### src/rtl/prog_ram_loader_pkg.sv
// Shared definitions for the program RAM loader: FSM encoding, header byte and RAM geometry.
package prog_ram_loader_pkg;

    typedef enum logic [2:0] {
        ST_IDLE   = 3'd0,
        ST_LEN    = 3'd1,
        ST_DATA   = 3'd2,
        ST_CSUM   = 3'd3,
        ST_COMMIT = 3'd4,
        ST_DONE   = 3'd5,
        ST_ERR    = 3'd6
    } state_e;

    localparam logic [7:0] HDR_BYTE  = 8'hA5;
    localparam int         RAM_DEPTH = 32;
    localparam int         ADDR_W    = 5;
    localparam int         LEN_W     = 6;

    // A length byte is usable only if it names 1..RAM_DEPTH bytes.
    function automatic logic len_ok(input logic [7:0] n);
        return (n != 8'd0) && (n <= 8'(RAM_DEPTH));
    endfunction

endpackage

### src/rtl/prog_ram_32B.sv
// 32x8 program RAM: one synchronous write port, combinational read, cleared to 0x00 (NOP) on rst.
module prog_ram_32B
    import prog_ram_loader_pkg::*;
(
    input  logic              clk,
    input  logic              rst,
    input  logic              we,
    input  logic [ADDR_W-1:0] waddr,
    input  logic [7:0]        wdata,
    input  logic [ADDR_W-1:0] raddr,
    output logic [7:0]        rdata
);

    logic [7:0] mem_q [RAM_DEPTH];

    always_ff @(posedge clk) begin
        if (rst) begin
            for (int i = 0; i < RAM_DEPTH; i++) begin
                mem_q[i] <= 8'h00;
            end
        end else if (we) begin
            mem_q[waddr] <= wdata;
        end
    end

    assign rdata = mem_q[raddr];

endmodule

### src/rtl/prog_ram_loader.sv
// Host-to-program-RAM loader holding the CPU in reset while a framed image is written.
// Define LOADER_CHECKSUM_EN to require a trailing mod-256 checksum byte after the payload.
//
//   state  | meaning
//   IDLE   | after reset, waiting for header 0xA5
//   LEN    | next byte is payload length N (1..32)
//   DATA   | writing payload bytes to RAM[0..N-1]
//   CSUM   | next byte must equal payload sum (checksum build only)
//   COMMIT | one cycle, no byte accepted, releases CPU next
//   DONE   | load committed, CPU running, header restarts
//   ERR    | load aborted, CPU held, header restarts
module prog_ram_loader
    import prog_ram_loader_pkg::*;
(
    input  logic              clk,
    input  logic              rst,
    input  logic [7:0]        ld_data,
    input  logic              ld_valid,
    output logic              ld_ready,
    input  logic [ADDR_W-1:0] address,
    output logic [7:0]        data_out,
    output logic              cpu_hold,
    output logic              load_done,
    output logic              load_err
);

    state_e            state_q, state_d;
    logic [LEN_W-1:0]  len_q, len_d;
    logic [LEN_W-1:0]  idx_q, idx_d;
    logic [7:0]        sum_q, sum_d;
    logic              hold_q, hold_d;
    logic              done_q, done_d;
    logic              err_q, err_d;
    logic              ready_q, ready_d;
    logic              xfer;
    logic              ram_we;

    assign xfer = ld_valid & ready_q;

    always_comb begin
        state_d = state_q;
        len_d   = len_q;
        idx_d   = idx_q;
        sum_d   = sum_q;
        hold_d  = hold_q;
        done_d  = done_q;
        err_d   = err_q;
        ram_we  = 1'b0;
        case (state_q)
            ST_IDLE, ST_DONE, ST_ERR: begin
                if (xfer && ld_data == HDR_BYTE) begin
                    state_d = ST_LEN;
                    done_d  = 1'b0;
                    err_d   = 1'b0;
                    hold_d  = 1'b1;
                end
            end
            ST_LEN: begin
                if (xfer) begin
                    if (len_ok(ld_data)) begin
                        len_d   = ld_data[LEN_W-1:0];
                        idx_d   = '0;
                        sum_d   = 8'h00;
                        state_d = ST_DATA;
                    end else begin
                        err_d   = 1'b1;
                        state_d = ST_ERR;
                    end
                end
            end
            ST_DATA: begin
                if (xfer) begin
                    ram_we = 1'b1;
                    idx_d  = idx_q + 6'd1;
                    sum_d  = sum_q + ld_data;
                    if (idx_d == len_q) begin
`ifdef LOADER_CHECKSUM_EN
                        state_d = ST_CSUM;
`else
                        state_d = ST_COMMIT;
`endif
                    end
                end
            end
`ifdef LOADER_CHECKSUM_EN
            ST_CSUM: begin
                if (xfer) begin
                    if (ld_data == sum_q) begin
                        state_d = ST_COMMIT;
                    end else begin
                        err_d   = 1'b1;
                        state_d = ST_ERR;
                    end
                end
            end
`endif
            ST_COMMIT: begin
                state_d = ST_DONE;
                done_d  = 1'b1;
                hold_d  = 1'b0;
            end
            default: state_d = ST_IDLE;
        endcase
        ready_d = (state_d != ST_COMMIT);
    end

    always_ff @(posedge clk) begin
        if (rst) begin
            state_q <= ST_IDLE;
            len_q   <= '0;
            idx_q   <= '0;
            sum_q   <= 8'h00;
            hold_q  <= 1'b0;
            done_q  <= 1'b0;
            err_q   <= 1'b0;
            ready_q <= 1'b1;
        end else begin
            state_q <= state_d;
            len_q   <= len_d;
            idx_q   <= idx_d;
            sum_q   <= sum_d;
            hold_q  <= hold_d;
            done_q  <= done_d;
            err_q   <= err_d;
            ready_q <= ready_d;
        end
    end

    prog_ram_32B u_ram (
        .clk   (clk),
        .rst   (rst),
        .we    (ram_we),
        .waddr (idx_q[ADDR_W-1:0]),
        .wdata (ld_data),
        .raddr (address),
        .rdata (data_out)
    );

    assign ld_ready  = ready_q;
    assign cpu_hold  = hold_q;
    assign load_done = done_q;
    assign load_err  = err_q;

endmodule

### config.mk
export PLATFORM = sky130hd
export DESIGN_NAME = prog_ram_loader
export DESIGN_NICKNAME = d
export VERILOG_FILES = /design/src/rtl/prog_ram_loader_pkg.sv /design/src/rtl/prog_ram_32B.sv /design/src/rtl/prog_ram_loader.sv
export SDC_FILE = /design/constraint.sdc
export NUM_CORES = 1
export LEC_CHECK = 0
export ABC_CLOCK_PERIOD_IN_PS = 7270
export BUFFER_PORTS_ARGS = -buffer_cell sky130_fd_sc_hd__buf_2
export CORE_UTILIZATION = 45
export CTS_BUF_LIST = sky130_fd_sc_hd__clkbuf_16
export CTS_CLUSTER_DIAMETER = 120
export DETAILED_ROUTE_END_ITERATION = 12
export PLACE_DENSITY_LB_ADDON = 0.12
export SYNTH_ARGS = -nofsm -noshare
export SYNTH_HDL_FRONTEND = slang
export SYNTH_SLANG_ARGS = --single-unit
export TNS_END_PERCENT = 30
### constraint.sdc
create_clock -name clk -period 7.27 [get_ports clk]
set_input_delay 0.727 -clock clk [delete_from_list [all_inputs] [get_ports clk]]
set_output_delay 0.727 -clock clk [all_outputs]
set_load 0.02 [all_outputs]
Word level (Yosys, flattened, before mapping):

Memories as Yosys holds them, arrays and structs flattened.
Index checks and enable logic that the tools add are counted.

* bits of input ports: 16
* latch bits: 0
* bits in registers: 19
* memories: 1
* logic and storage cells: 64
* bits in writable memories: 256
* memory bits (read-only): 0
* output and inout port bits: 12

Memory list
* u_ram.mem_q: words 32, bits a word 8, rd ports 1, clocked after memory_dff 0, write ports 32, RTL line prog_ram_32B.sv:14 `logic [7:0] mem_q [RAM_DEPTH];`

* add/subtract/negate cells: 1
* magnitude comparators: 1
* multipliers: 0
* divide/modulo/power cells: 0
* shifts and indexed selects: 0
* mux-type cells: 27
* bitwise gates (word level): 1
* reduce and logical (&&, ||, !) cells: 13
* eq/ne operators: 13

Operators by type and width (count)
* 6-bit two-way mux: 3
* 3-bit two-way mux: 5
* 1-bit two-way mux: 12
* 3-bit one-hot mux with 4 select lines: 1
* 6-bit one-hot mux with 2 select lines: 1
* 2-bit != test, second input constant: 5
* 3-bit equality test, second input constant: 3
* 8-bit equality test, second input constant: 1
* 8-bit by 6-bit less-or-equal comparator with 1-bit output, second input constant: 1
* 8-bit two-way mux: 1
* 4-bit AND reduction: 2
* 8-bit nonzero test: 1
* 8-bit OR reduction: 1
* 6-bit by 1-bit adder with 6-bit output, second input constant: 1
* 6-bit equality test: 1
* 1-bit one-hot mux with 2 select lines: 3
* 2-bit nonzero test: 3
* 5-bit two-way mux: 1
* 3-bit by 1-bit equality test with 1-bit output, second input constant: 1
* 3-bit by 2-bit equality test with 1-bit output, second input constant: 1
* 3-bit logical NOT: 1
* 3-bit != test, second input constant: 1
* 3-bit AND reduction: 1
* 3-bit OR reduction: 1
* other kinds (3): 4

Logic depth before layout (Yosys ltp):

Gate-level depths: netlist (run 1).

* depth in word-level cells: 8
* mapped depth: 7
* depth with buffers taken out: 7

Cells and area by module:

A second synthesis (run 1) with hierarchy kept.

* cell total of the unflattened synthesis: 855
* area total of the unflattened synthesis: 12943.7 µm²

Modules (own cells, without submodules)
* prog_ram_32B: cells an instance 725, area each 11836.4 µm², times used 1, sequential area each 7687.4 µm²
* prog_ram_loader: cells an instance 130, area each 1107.3 µm², times used 1, sequential area each 380.4 µm²

Least setup slack after synthesis (run 1):

OpenSTA, ideal clock, no wires.

* kind: input port to output port
* start point: in address[0]
* end point: out data_out[0]
* stages: 5
* data arrival time: 2810 ps
* buffers on the path: 2
* setup slack: 3733 ps
* data required time: 6543 ps
* cells stage by stage: buf_2 > buf_1 > mux4_2 > mux4_2 > mux2_2

* longest elaborated chain between the ends: 1

RTL lines
* from (decl): RTL line prog_ram_loader.sv:20 `input logic [ADDR_W-1:0] address,`
* memory 32 x 8 bit
* to (decl): RTL line prog_ram_loader.sv:21 `output logic [7:0] data_out,`

Every way passes these cells.

Worst setup path after layout (run 1):

Same ends and word-level chain as after synthesis.

==> results of run 1 <==
==> report_power, final <==
part	switching [uW]	internal, uW
registers	46.9	1810
clock network	600	831
logic	193	139
==> flip-flops by register name, indices dropped and copies added, names as in the netlist <==
signal and cells:
load_done 1, u_ram.mem_q 256, idx_q 6, state_q 3
ld_ready 1, load_err 1, len_q 6, cpu_hold 1
==> cells in the final DEF (no fill, tap or decap), types with 3 or more instances in the layout <==
cell type  netlist  layout
and2_1         257     257
buf_2            7      26
or4_1            3       3
o21ai_0          3       3
mux2i_1          6       6
clkinv_1         0      10
mux4_2          80      80
nor3_1           4       4
a31oi_1          4       4
xnor2_1          6       6
nand3_1          8       8
nand2_1         17      17
or3_1            4       4
a21oi_1          9       9
edfxtp_1       256     256
nor2_1          52      52
clkbuf_16        0      31
ha_1             4       4
buf_4            0       3
or2_2           32      32
dfxtp_1         19      19
mux2_2           9       9
nand3b_1         3       3
inv_1            5      13
==> worst min-delay path, cell delays in order, from the launching register on <==
cell,delay (ns)
dfxtp_1,0.31
nand2_1,0.05
a21oi_1,0.05
==> layer usage <==
metal / vias to the layer above / GRT usage, % / wire [um]
met3: 32 / 2.48 / 1440
li1: 3160 / - / -
met5: - / 0 / 0
met1: 3603 / 31.8 / 14100
met4: 0 / 4.54 / 410
met2: 186 / 35.8 / 14800
==> cells by family (layout without fill, tap and decap cells) <==
| group | Yosys count | in the layout | share of synthesized area [%] |
|---|---|---|---|
| buf+inv | 61 | 88 | 1.85 |
| fa+ha+maj | 4 | 4 | 0.390 |
| xor+xnor | 7 | 7 | 0.478 |
| compound gates | 24 | 24 | 1.18 |
| simple gates | 392 | 392 | 17.9 |
| flops | 275 | 275 | 62.9 |
| mux | 95 | 95 | 15.3 |
==> path summary, 6_finish.rpt <==
path / from / slack, ns / end
hold reg to reg: load_err$_SDFFE_PP0P_ / 0.47 / load_err$_SDFFE_PP0P_
setup / recovery: address[0] / 3.07 / data_out[0]
setup reg to reg: state_q[1]$_SDFF_PP0_ / 4.22 / u_ram.mem_q[17][7]$_SDFFCE_PN0P_
hold / removal: load_err$_SDFFE_PP0P_ / 0.47 / load_err$_SDFFE_PP0P_
==> area by class of cell <==
type / instances / area share [%]
Clock buffer: 31 / 5.48
Tap cell: 378 / 3.34
Inverter: 5 / 0.133
Timing Repair Buffer: 29 / 1.08
Clock inverter: 23 / 1.04
Sequential cell: 275 / 57.0
Multi-Input combinational cell: 522 / 31.9
==> stage by stage <==
| step | hold WS (ns) | worst slack (ns) |
|---|---|---|
| final | 0.468 | 3.07 |
| after global routing | 0.495 | 2.85 |
| after CTS | 0.470 | 2.99 |
| after detailed placement | 0.460 | 2.99 |
| after global placement | 0.450 | 3.04 |
| after floorplan | 0.470 | 3.73 |
==> results.yml, run 1 <==
floorplan:
  row_count: 61
  core_area_mm2: 0.0279
  start_util_pct: 45.9
  die_width_um: 171
  ios: 28
  die-area_mm2: 0.0292
  die_y_um: 171
finish:
  fillCellCount: 2342
  diodes: 0
  regArea_mm2: 0.00807
  layout-area-overhead-vs-synth_pct: 10.4
  nets: 883
  multi_input_area_mm2: 0.00452
  final_cell_area_mm2: 0.0142
  final_util_pct: 50.7
  drive_above_1_share_pct: 21.4
  fin_cells: 1263
global_route:
  grt_pass1_vias: 7240
  grt_first_pass_wirelength_mm: 46.5
  gr-total-overflow: 0
  antenna_found_initial: 0
  grt_max_degree: 65
  grt.total_usage_pct: 21.9
synth:
  postSynthAreaPerCell_um2: 15.0
  synthCells: 858
  synth-seq-cells: 275
  ys_types: 40
  syn_area_mm2: 0.0128
  synth_edf_count: 256
  ys.flop_type: "edfxtp_1"
  yosysMostFrequentCell: "and2_1"
  netlist_top_cells_count: "and2_1 (257), edfxtp_1 (256), mux4_2 (80)"
  yosys-top-cells-area: "edfxtp_1 (60%), mux4_2 (14%), and2_1 (13%)"
  synth_warnings: 0
  synth_top_area_share_pct: 59.9
  synth_area_leader_cell: "edfxtp_1"
  synth_nets: 878
  async_reset_ff_share_pct: 0
  synth-seq-area-share_pct: 62.9
critical_path:
  crit_fanout: 33
  cp_slowest_stage_delay_ns: 0.64
  slowest_stage: "buf_4"
  cp-start-kind: "primary input"
  end_kind: "output pin"
  cp.buffers_inverters: 3
  path_cells: "buf_4, buf_4, mux4_2, mux4_2, mux2_2, buf_2"
  path_class: "in -> out"
  arrival_ns: 3.48
  ff2ff_path_depth: 6
  cp_num_cells: 6
  path_delay_family: "multiplexers"
  required_ns: 6.54
timing:
  rsz0062_at_grt: "false"
  fin_setup_tns_ns: 0
  hold_viol: 0
  max_slew_margin_pct: 34.2
  fmax_mhz: 238
  tightest_slew_ns: 0.987
  fin_crit_sh_pct: 57.8
  clock_skew_ns: 0.0111
  setup_viol: 0
  period_minus_slack_ns: 4.20
  slew_violations: 0
clocking:
  post_cts_resized: 0
  clk_pin_slew_ns: 0.06
  clk_root_buffer_cell: "clkbuf_16"
  insertion_delay_ns: 0.55
  cts_made_buffers: 30
  holdBufCountCts: 0
  postCtsSetupBuffers: 0
  h-tree-depth: 1
  cts_sinks: 275
  cts_tree: "done"
  clk_path_buf_depth: 3
pwr:
  finalPower_uw: 3620
  ir_drop_mv: 0.197
  power_density_mw_per_mm2: 256
  p_leak_uw: 0.00496
detailed_routing:
  ant_nets: 0
  dr.pass1.iters: 5
  drc: 0
  drt_iter0_markers: 650
  wl_per_cell_um: 24.3
  via_per_inst: 5.53
  vias: 6981
  routed_wirelength_mm: 30.8
flow_run:
  cap_violations: 0
worst_hold_path:
  whs_path_depth: 2
  hp-class: "reg -> reg"
placed_design:
  dpl.hpwl_mm: 20.2
  portBuffers: 27
  place_area_mm2: 0.0132
  gp_congestion: 0.882
  placed_cells: 1209
run_status:
  outcome: "finished clean"
Power figures use the tool's default switching activity.
==> inputs of run 2 (changes only) <==
- ABC_AREA: default -> 1
- ABC_CLOCK_PERIOD_IN_PS: 7270 -> 3580
- clock period: 7.27 -> 3.58 ns (I/O delays scaled with it)
==> run 2 against run 1 <==
Effect of this change: final area grew 0.66%; clock power grew 140%; synthesized area shrank 0.99%; sequential share of layout area shrank 0.38 points; clock skew grew 0.0015 ns; largest power group unchanged.
==> results.yml, run 2 <==
synth:
  postSynthAreaPerCell_um2: 10.1
  synth_area_leader_cell: "edfxtp_1"
  synthCells: 1260
  synth-seq-area-share_pct: 63.5
  synth_top_area_share_pct: 60.5
  async_reset_ff_share_pct: 0
  netlist_top_cells_count: "nor2_1 (413), edfxtp_1 (256), o21ai_0 (149)"
  ys_types: 29
  yosys-top-cells-area: "edfxtp_1 (61%), nor2_1 (12%), o21ai_0 (5.9%)"
  syn_area_mm2: 0.0127
  ys.flop_type: "edfxtp_1"
  synth-seq-cells: 275
  synth_nets: 1280
  synth_edf_count: 256
  yosysMostFrequentCell: "nor2_1"
  synth_warnings: 0
clocking:
  clk_pin_slew_ns: 0.06
  clk_root_buffer_cell: "clkbuf_16"
  cts_tree: "done"
  insertion_delay_ns: 0.56
  h-tree-depth: 1
  cts_made_buffers: 31
  post_cts_resized: 0
  holdBufCountCts: 0
  clk_path_buf_depth: 3
  postCtsSetupBuffers: 0
  cts_sinks: 275
placed_design:
  gp_congestion: 0.820
  portBuffers: 27
  dpl.hpwl_mm: 22.3
  placed_cells: 1602
floorplan:
  core_area_mm2: 0.0278
  die-area_mm2: 0.0289
  start_util_pct: 45.7
  ios: 28
  die_y_um: 170
  die_width_um: 170
  row_count: 61
detailed_routing:
  vias: 9362
  drc: 0
  dr.pass1.iters: 5
  via_per_inst: 5.64
  routed_wirelength_mm: 35.6
  ant_nets: 0
  wl_per_cell_um: 21.4
  drt_iter0_markers: 961
run_status:
  outcome: "finished clean"
worst_hold_path:
  whs_path_depth: 3
  hold_end: "len_q[2]$_SDFFE_PP0P_"
  hp-class: "in -> reg"
  hp-start: "ld_data[2]"
finish:
  layout_common_cells: "nor2_1 (413), edfxtp_1 (256), o21ai_0 (149)"
  diodes: 0
  largest_reg_flops: 256
  fin_cells: 1659
  reg_top3: "u_ram.mem_q x256, idx_q x6, len_q x6"
  layout-area-overhead-vs-synth_pct: 12.2
  final_common_cell: "nor2_1"
  top_register: "u_ram.mem_q"
  nets: 1277
  drive_above_1_share_pct: 10.9
timing:
  tightest_slew_ns: 0.895
  clock_skew_ns: 0.0126
  fmax_mhz: 375
  period_minus_slack_ns: 2.67
  worst_hold_slack_ns: 0.103
  max_slew_margin_pct: 40.0
  slew_violations: 0
  setup_viol: 0
  fin_setup_tns_ns: 0
  hold_viol: 0
  fin_crit_sh_pct: 74.5
  rsz0062_at_grt: "false"
global_route:
  grt_first_pass_wirelength_mm: 54.0
  grt.total_usage_pct: 25.2
  grt_pass1_vias: 8987
  antenna_found_initial: 0
  gr-total-overflow: 0
  grt_max_degree: 134
critical_path:
  path_class: "in -> out"
  cp-start-kind: "primary input"
  ff2ff_path_depth: 4
  required_ns: 3.22
  r2r-start: "idx_q[2]$_SDFFE_PP0P_"
  r2r_end: "u_ram.mem_q[4][0]$_SDFFCE_PN0P_"
  rrSetupSlack_ns: 1.06
  arrival_ns: 2.31
  crit_fanout: 29
  end_kind: "output pin"
pwr:
  finalPower_uw: 7750
  ir_drop_mv: 0.417
  p_leak_uw: 0.00553
  power_density_mw_per_mm2: 544
flow_run:
  cap_violations: 0
run 2: cell count changes after synthesis, moves of 24 or more:
| cell | previous run | this run |
|---|---|---|
| or2_2 | 32 | 0 |
| inv_1 | 5 | 44 |
| mux4_2 | 80 | 0 |
| clkbuf_1 | 41 | 65 |
| o21ai_0 | 3 | 149 |
| and2_1 | 257 | 5 |
| o221ai_1 | 0 | 48 |
| nor2_1 | 52 | 413 |
| nand2_1 | 17 | 97 |
| nand3_1 | 8 | 54 |
run 2: how the worst max path moves through the flow:
stage | endpoint | cells past startpoint | start
floorplan | data_out[3] | 9 | address[0]
global route | data_out[0] | 10 | address[0]
detailed placement | data_out[2] | 9 | address[0]
CTS | data_out[2] | 9 | address[0]
finish | data_out[4] | 10 | address[0]
global placement | data_out[0] | 10 | address[0]
run 2: layer usage:
metal	track usage, %	wire [um]	vias up
met1	35.9	15700	4585
met5	0	0	-
met4	6.03	745	0
met2	40.8	16600	347
met3	3.49	2540	62
li1	-	-	4368
run 2: cell type report:
type,instances,area (um2)
repair buffers,47,338
clock buffers,31,776
inverters,49,185
multi-input cells,853,4100
flip-flops and latches,275,8070
well taps,378,473
fillers,2616,13500
clock inverters,26,313
run 2: critical path: stages:
cell,delay (ns)
buf_4,0.10
clkinv_2,0.33
buf_4,0.33
o21ai_0,0.21
o22ai_1,0.12
o21ai_0,0.35
nand2_1,0.15
nand2_1,0.09
nand2_1,0.08
buf_2,0.16
run 2: stage by stage:
stage | worst slack (ns) | utilization [%] | cell area [um2]
2_1_floorplan | 1.69 | - | 12700
5_1_grt | 0.763 | 51.3 | 14300
3_3_place_gp | 0.958 | 47.4 | 13200
3_5_place_dp | 0.967 | 47.4 | 13200
6_report | 0.912 | 51.3 | 14300
4_1_cts | 0.963 | 51.3 | 14300
run 2: cells by family (layout without fill, tap and decap cells):
logic type / count (synthesis) / after routing / synth area share [%]
buffers and inverters: 132 / 153 / 4.20
AND/OR/NAND/NOR: 616 / 616 / 21.1
adder cells (fa/ha/maj): 4 / 4 / 0.394
flip-flops: 275 / 275 / 63.5
AO/OA/AOI/OAI: 233 / 233 / 10.8
run 2: power breakdown:
group | switching (uW) | internal, uW
registers | 63.6 | 3660
clock network | 1290 | 2070
logic | 495 | 171
total | 1850 | 5900
==> inputs of run 3 (changes only) <==
- ABC_AREA: 1 -> 0
- ABC_CLOCK_PERIOD_IN_PS: 3580 -> 2200
- clock period: 3.58 -> 2.2 ns (I/O delays scaled with it)
==> run 3 against run 2 <==
Effect of this change: the run now ends with negative setup slack left; sequential power grew 64%; global-route usage shrank 2.3 points; worst setup slack lost 1.4 ns; sequential share of layout area shrank 3.4 points; critical path type is now reg -> out; first-iteration DRC count shrank 34%; register-to-register slack lost 1.1 ns; critical path depth shrank 6; clock skew grew 0.00068 ns.
==> results.yml, run 3 (synthesized netlist as in run 1, its figures left out) <==
run_status:
  outcome: "complete, but fails checks"
  violations: "negative setup slack"
detailed_routing:
  routed_wirelength_mm: 31.9
  drc: 0
  ant_nets: 0
  wl_per_cell_um: 23.5
  dr.pass1.iters: 5
  via_per_inst: 5.48
  vias: 7442
  drt_iter0_markers: 636
placed_design:
  place_area_mm2: 0.0140
  portBuffers: 27
  dpl.hpwl_mm: 21.7
  gp_congestion: 0.880
  placed_cells: 1299
floorplan:
  ios: 28
  start_util_pct: 45.9
  die_y_um: 171
  die_width_um: 171
  core_area_mm2: 0.0279
  row_count: 61
  die-area_mm2: 0.0292
finish:
  drive_above_1_share_pct: 31.4
  fillCellCount: 2272
  final_cell_area_mm2: 0.0152
  layout-area-overhead-vs-synth_pct: 18.4
  final_common_cell: "and2_1"
  fin_cells: 1358
  nets: 975
  final_util_pct: 54.4
  largest_reg_flops: 256
  reg_top3: "u_ram.mem_q x256, idx_q x6, len_q x6"
  top_register: "u_ram.mem_q"
  layout_common_cells: "and2_1 (257), edfxtp_1 (256), buf_4 (85)"
critical_path:
  rrSetupSlack_ns: -0.07
  cp-start-kind: "flip-flop"
  arrival_ns: 2.49
  crit_start: "u_ram.mem_q[14][0]$_SDFFCE_PN0P_"
  crit_fanout: 1
  path_class: "reg -> out"
  end_kind: "output pin"
  endpoint: "data_out[0]"
  ff2ff_path_depth: 8
  required_ns: 1.98
  r2r-start: "idx_q[1]$_SDFFE_PP0P_"
  r2r_end: "ld_ready$_SDFF_PP1_"
clocking:
  clk_pin_slew_ns: 0.06
  cts_tree: "done"
  clk_path_buf_depth: 3
  holdBufCountCts: 0
  clk_root_buffer_cell: "clkbuf_16"
  cts_sinks: 275
  insertion_delay_ns: 0.56
  h-tree-depth: 1
  cts_made_buffers: 30
flow_run:
  cap_violations: 0
timing:
  period_minus_slack_ns: 2.71
  fin_crit_sh_pct: 123
  setup_viol: 9
  finalWorstSetupSlack_ns: -0.510
  tightest_slew_ns: 0.459
  clock_skew_ns: 0.0133
  hold_viol: 0
  worst_hold_slack_ns: 0.182
  max_slew_margin_pct: 69.4
  slew_violations: 0
  rsz0062_at_grt: "true"
  fmax_mhz: 369
global_route:
  gr-total-overflow: 0
  antenna_found_initial: 0
  grt_max_degree: 35
  grt_first_pass_wirelength_mm: 48.3
  grt_pass1_vias: 7581
  grt.total_usage_pct: 22.9
pwr:
  power_density_mw_per_mm2: 819
  power_frac_comb_pct: 11.1
  power.share.clock_pct: 39.8
  switching_share_pct: 23.5
  internal_power_uw: 9520
  ir_drop_mv: 0.580
  power.switching_uw: 2920
  finalPower_uw: 12400
  seq_power_share_pct: 49.1
  p_leak_uw: 0.00554
worst_hold_path:
  hp-class: "in -> reg"
==> run 3: cell count changes in the layout (fill, tap and decap cells not counted), moves of 28 or more <==
cell	delta
nor2_1	-362
and2_1	+252
o21ai_0	-146
mux4_2	+80
nand2_1	-80
buf_4	+68
nand3_1	-48
o221ai_1	-48
inv_1	-40
or2_2	+28
==> run 3: metrics by stage <==
step	setup TNS, ns	setup WS [ns]
floorplan	-0.0151	-0.0151
global placement	-10.56	-0.270
detailed placement	-14.34	-0.248
CTS	-3.80	-0.506
global route	-4.00	-0.512
finish	-3.70	-0.510
==> run 3: repair_timing <==
| action | CTS | global route |
|---|---|---|
| buffers inserted | 2 | 0 |
| resized for setup | 35 | 8 |
| pin swaps | 4 | 2 |
| setup endpoints to repair | 257 | 233 |
| endpoints found under the hold margin | 0 | 0 |
==> run 3: layout make-up <==
type                    count  area, um2  area share, %
diodes                      1       2.50         0.0165
clock buffers              31        776           5.11
clock inverters            25        200           1.32
inverters                   5       18.8          0.124
multi-input cells         522       4620           30.4
flip-flops and latches    275       8080           53.2
well taps                 378        473           3.11
repair buffers            121       1020           6.70
==> run 3: worst max-delay path, cell delays in order (launching register included) <==
cell      delay, ns
edfxtp_1       0.42
mux4_2         0.54
mux4_2         0.54
mux2_4         0.30
buf_6          0.13
==> run 3: power by group through the flow <==
stage	sequential (uW)	combinational, uW	clock, uW
2_1_floorplan	6180	782	0
3_3_place_gp	6210	1270	0
3_5_place_dp	6210	1300	0
4_1_cts	6110	1380	5020
5_1_grt	6130	1470	5200
6_report	6110	1390	4950
==> run 3: worst min-delay path by stage <==
stage	startpoint	end	depth (start not counted)	slack (ns)
3_5_place_dp	load_err$_SDFFE_PP0P_	load_err$_SDFFE_PP0P_	2	0.46
3_3_place_gp	load_done$_SDFFE_PP0P_	load_done$_SDFFE_PP0P_	2	0.45
5_1_grt	ld_valid	state_q[0]$_SDFF_PP0_	5	0.20
2_1_floorplan	ld_data[1]	len_q[1]$_SDFFE_PP0P_	2	0.36
6_report	ld_valid	state_q[0]$_SDFF_PP0_	5	0.18
4_1_cts	ld_valid	state_q[0]$_SDFF_PP0_	5	0.17
==> run 3: layer usage <==
layer	global-route usage [%]	vias to the layer above	part of all wire [%]
met5	0	-	0
met4	5.28	0	1.6
met3	4.35	38	6.2
met2	35.6	232	46
met1	33.3	3825	46
li1	-	3347	-
